### src/rtl/audio_pkg.sv
// audio_pkg: shared sample width, stereo pair type and drop counter width
package audio_pkg;
  localparam int AUDIO_DATA_SIZE = 24;
  localparam int DROP_CNT_W = 16;
  typedef struct packed {
    logic signed [23:0] left;
    logic signed [23:0] right;
  } stereo_sample_t;
endpackage

### src/rtl/audio_out_fifo_sync_fifo.sv
// sync_fifo: generic flop FIFO with combinational head read and push-on-full-with-pop
module sync_fifo #(
  parameter int WIDTH = 48,
  parameter int DEPTH = 8,
  localparam int AW = $clog2(DEPTH)
) (
  input  logic             clk,
  input  logic             rst_n,
  input  logic             push,
  input  logic             pop,
  input  logic [WIDTH-1:0] wdata,
  output logic [WIDTH-1:0] rdata,
  output logic             full,
  output logic             empty,
  output logic [AW:0]      count
);
  logic [WIDTH-1:0] mem [DEPTH];
  logic [AW-1:0] wr_ptr, rd_ptr;
  logic push_ok, pop_ok;
  assign full = count == (AW+1)'(DEPTH);
  assign empty = count == '0;
  assign push_ok = push && (!full || pop);
  assign pop_ok = pop && !empty;
  assign rdata = mem[rd_ptr];
  // storage is deliberately not reset; occupancy tracking makes stale entries invisible
  always_ff @(posedge clk)
    if (push_ok) mem[wr_ptr] <= wdata;
  // pointers wrap naturally modulo DEPTH; count moves only on unbalanced push/pop
  always_ff @(posedge clk or negedge rst_n)
    if (!rst_n) begin
      wr_ptr <= '0;
      rd_ptr <= '0;
      count <= '0;
    end else begin
      wr_ptr <= push_ok ? wr_ptr + AW'(1) : wr_ptr;
      rd_ptr <= pop_ok ? rd_ptr + AW'(1) : rd_ptr;
      count <= count + (AW+1)'(push_ok) - (AW+1)'(pop_ok);
    end
endmodule

### src/rtl/audio_out_fifo.sv
// audio_out_fifo: stereo FIFO draining to split left/right valid/ready channels; optional AUDIO_OUT_DROP_CNT_EN adds drop_count
module audio_out_fifo import audio_pkg::*; #(
  parameter int DATA_SIZE = AUDIO_DATA_SIZE,
  parameter int DEPTH = 8
) (
  input  logic                   clk,
  input  logic                   rst_n,
  input  logic [DATA_SIZE-1:0]   in_left,
  input  logic [DATA_SIZE-1:0]   in_right,
  input  logic                   in_ready,
  output logic [DATA_SIZE-1:0]   left_data,
  output logic                   left_valid,
  input  logic                   left_ready,
  output logic [DATA_SIZE-1:0]   right_data,
  output logic                   right_valid,
  input  logic                   right_ready,
  output logic [$clog2(DEPTH):0] count,
  output logic                   overflow,
  input  logic                   clr_overflow
`ifdef AUDIO_OUT_DROP_CNT_EN
  ,
  output logic [DROP_CNT_W-1:0]  drop_count
`endif
);
  logic [2*DATA_SIZE-1:0] head;
  logic full, empty, l_sent, r_sent, l_hs, r_hs, pop, drop;
  sync_fifo #(.WIDTH(2*DATA_SIZE), .DEPTH(DEPTH)) u_fifo (
    .clk(clk),
    .rst_n(rst_n),
    .push(in_ready),
    .pop(pop),
    .wdata({in_left, in_right}),
    .rdata(head),
    .full(full),
    .empty(empty),
    .count(count)
  );
  assign left_valid = !empty && !l_sent;
  assign right_valid = !empty && !r_sent;
  assign left_data = empty ? '0 : head[2*DATA_SIZE-1:DATA_SIZE];
  assign right_data = empty ? '0 : head[DATA_SIZE-1:0];
  assign l_hs = left_valid && left_ready;
  assign r_hs = right_valid && right_ready;
  assign pop = (l_sent || l_hs) && (r_sent || r_hs);
  assign drop = in_ready && full && !pop;
  // each channel remembers it already delivered the head until the other side catches up
  always_ff @(posedge clk or negedge rst_n)
    if (!rst_n) begin
      l_sent <= 1'b0;
      r_sent <= 1'b0;
    end else begin
      l_sent <= pop ? 1'b0 : l_sent || l_hs;
      r_sent <= pop ? 1'b0 : r_sent || r_hs;
    end
  // sticky overflow; a drop in the same cycle as a clear keeps it set
  always_ff @(posedge clk or negedge rst_n)
    if (!rst_n) overflow <= 1'b0;
    else overflow <= drop ? 1'b1 : clr_overflow ? 1'b0 : overflow;
`ifdef AUDIO_OUT_DROP_CNT_EN
  // saturating drop counter; a drop coinciding with a clear counts as the first new drop
  always_ff @(posedge clk or negedge rst_n)
    if (!rst_n) drop_count <= '0;
    else if (clr_overflow) drop_count <= DROP_CNT_W'(drop);
    else if (drop && drop_count != '1) drop_count <= drop_count + DROP_CNT_W'(1);
`endif
endmodule

### config.mk
export PLATFORM = sky130hd
export DESIGN_NAME = audio_out_fifo
export DESIGN_NICKNAME = d
export VERILOG_FILES = /design/src/rtl/audio_pkg.sv /design/src/rtl/audio_out_fifo_sync_fifo.sv /design/src/rtl/audio_out_fifo.sv
export SDC_FILE = /design/constraint.sdc
export NUM_CORES = 1
export LEC_CHECK = 0
export ABC_AREA = 1
export CORE_MARGIN = 2
export CORE_UTILIZATION = 25
export CTS_CLUSTER_DIAMETER = 100
export DETAILED_ROUTE_END_ITERATION = 6
export RECOVER_POWER = 50
export SLEW_MARGIN = 20
export SYNTH_ARGS = -nofsm -noshare
export SYNTH_HDL_FRONTEND = slang
export SYNTH_HIERARCHICAL = 1
export SYNTH_SLANG_ARGS = --single-unit
### constraint.sdc
create_clock -name clk -period 5.2 [get_ports clk]
set_input_delay 0.52 -clock clk [delete_from_list [all_inputs] [get_ports clk]]
set_output_delay 0.52 -clock clk [all_outputs]
set_load 0.01 [all_outputs]
==> flow_summary.yaml <==
run_status:
  violations: "max-capacitance violations, max-slew violations"
  status: "finished with violations"
cts:
  cts_sinks: 397
  clkTransAtPathRegs_ns: 0.06
  post_cts_resized: 0
  htreeDepth: 2
  cts_tree: "yes"
  clk_latency_ns: 0.54
  cts_buffer_depth: 3
  cts_root_buf: "clkbuf_16"
  hold_buffers: 0
  numCtsBuffers: 41
  post_cts_buffers: 0
yosys:
  syn-cell-area_um2: 17800
  synthTopCellsByArea: "edfxtp_1, nand2_1, inv_1"
  synth_area_leader_cell: "edfxtp_1"
  synth_area_per_cell_um2: 9.57
  syn_inst: 1863
  yosys_warnings: 6
  syn_nets: 1926
  ys_seq_area_share_pct: 66.5
  synth_seq_cells: 397
  netlist.area_leader.share_pct: 64.7
  yosysUniqueCellTypes: 22
layout:
  areaGrowthSynthToFinish_pct: 19.5
  nNetsFinal: 2017
  nFillCells: 7192
  drive_above_1_share_pct: 4.58
timing:
  tightest_slew_ns: 1.93
  finalClockSkew_ns: 0.0248
  hold_viol: 0
  slew_headroom_pct: -28.6
  slew_violations: 39
  fin_crit_sh_pct: 81.0
  setup_viol: 0
  whs_ns: 0.443
  fmax_ghz: 0.237
  grt_setup_unrepaired: "no"
  finalCriticalPeriod_ns: 4.21
  fin_tns_setup_ns: 0
detailed_routing:
  num_vias: 11661
  wl_per_cell_um: 14.3
  drt_iter0_markers: 586
  wl_um: 41800
  firstDrtPassIters: 7
  viasPerCell: 3.98
  route.detailed.drc: 0
  final_antenna_net_count: 0
flow_run:
  cap_violations: 2
critical_path:
  startpoint: "u_fifo/rd_ptr[0]"
  worstReg2RegStart: "u_fifo/count[2]"
  critPathMaxStageDelay_ns: 0.85
  slowest_stage: "dfrtp_1"
  crit_chain: "inv_6, buf_12, nand2_1, nand3_1, nand2_1, nand2_1, nand2_1, inv_1, nor2_1, clkdlybuf4s50_1"
  cp_data_required_time_ns: 4.68
  critPathArrivalTime_ns: 3.69
  cpMostUsedCell: "nand2_1"
  start_kind: "flop"
  critPathCaptureType: "primary output"
  cp_max_fo: 102
  critPathKind: "reg -> out"
worst_hold_path:
  hp-class: "in -> async"
floorplanning:
  fp.dieArea_um2: 73500
  coreArea_um2: 70300
  die_h_um: 271
  row_count: 97
  die_w_um: 271
  start_util_pct: 25.4
  io-pin-count: 109
place:
  gp_congestion: 0.715
  dp_hpwl_um: 22700
  port_buffers: 108
pwr:
  cellPowerDensity_nw_per_um2: 544
  peakVddDrop_mv: 0.282
  leakagePower_nw: 9.60
global_routing:
  track_usage_pct: 11.3
  grt_pass1_wl_um: 64900
  antenna_found_initial: 15
  grt_max_degree: 103
  grt_pass1_vias: 11413
  grt-ovfl-total: 0
-- synth_stat cells (all sizes together) --
master and n:
nand3 200, nand2 649, o21ai 2, fa 1, xnor2 2, a21oi 3
edfxtp 384, ha 8, buf 64, xor2 3, nor3b 1, nor2 59
nand4 1, inv 456, dfrtp 13, clkbuf 17
-- sequential cells by signal (all words and copies together) (netlist names) --
signal and count:
u_fifo/mem 384, u_fifo/count 4, u_fifo/rd_ptr 3, u_fifo/wr_ptr 3, l_sent 1, overflow 1, r_sent 1
-- cell type report --
class                   count  area [um2]  area share (%)
diodes                      3        7.51          0.0353
well taps                 940        1180            5.52
repair buffers            129        1260            5.92
clock inverters            23         243            1.14
multi-input cells         929        3920            18.4
clock buffers              53        1110            5.23
inverters                 456        1720            8.07
flip-flops and latches    397       11900            55.7
-- per-layer routing --
metal,global-route usage [%],routed length (um),share of wire (%)
met3,2.30,2030,4.9
met1,14.1,18600,45
met5,0,123,0.29
met4,3.91,1080,2.6
met2,19.5,19900,48
-- cells by family after synthesis --
| group | count (synthesis) | synth area share (%) |
|---|---|---|
| and+or+nand+nor | 910 | 20.6 |
| xor gates and xnor gates | 5 | 0.246 |
| AOI/OAI and AO/OA | 5 | 0.140 |
| buffers and inverters | 537 | 11.8 |
| adders and majority gates | 9 | 0.674 |
| DFF | 397 | 66.5 |
-- power breakdown --
| group | internal [W] | total, W | switching [W] |
|---|---|---|---|
| Clock | 0.00177 | 0.00297 | 0.00120 |
| Combinational | 0.00161 | 0.00442 | 0.00281 |
| Sequential | 0.00397 | 0.00421 | 0.000232 |
| Total | 0.00735 | 0.0116 | 0.00424 |
-- worst max-delay path: cells and delay by family, from the launching register on --
family	cells	cell delay, ns
buf+inv	4	1.49
flops	1	0.85
simple gates	6	0.72
-- metrics by stage --
stage	utilization [%]	instances	cell area, um2	setup slack (ns)	power (W)
2_1_floorplan	-	1863	17800	1.21	0.00697
3_3_place_gp	28.4	2851	20000	1.82	0.00879
3_5_place_dp	28.4	2851	20000	1.84	0.00881
4_1_cts	30.3	2927	21300	1.23	0.0118
5_1_grt	30.3	2928	21300	0.737	0.0124
6_report	30.3	2930	21300	0.987	0.0116
-- worst paths after layout --
kind / end / slack (ns) / cells after the start
max: right_data[1] / 0.99 / 10
min: u_fifo/count[3] / 0.44 / 1
max reg2reg: u_fifo/mem[2][17] / 1.39 / 14
min reg2reg: overflow / 0.49 / 2
max in group asynchronous: u_fifo/rd_ptr[1] / 4.28 / 1
min in group clk: overflow / 0.49 / 2
-- cells in the final DEF, fill, tap and decap left out, drive strengths merged, types with 3 or more instances in the layout --
| master | synthesis | final |
|---|---|---|
| dlygate4sd3 | 0 | 54 |
| clkinv | 0 | 17 |
| clkbuf | 17 | 54 |
| bufinv | 0 | 5 |
| xor2 | 3 | 3 |
| a21oi | 3 | 3 |
| buf | 64 | 20 |
| nand3 | 200 | 200 |
| diode | 0 | 3 |
| edfxtp | 384 | 384 |
| inv | 456 | 456 |
| nor2 | 59 | 59 |
| ha | 8 | 8 |
| dfrtp | 13 | 13 |
| nand2 | 649 | 649 |
| clkdlybuf4s50 | 0 | 54 |
No activity file was read; power rests on OpenSTA's default activity.
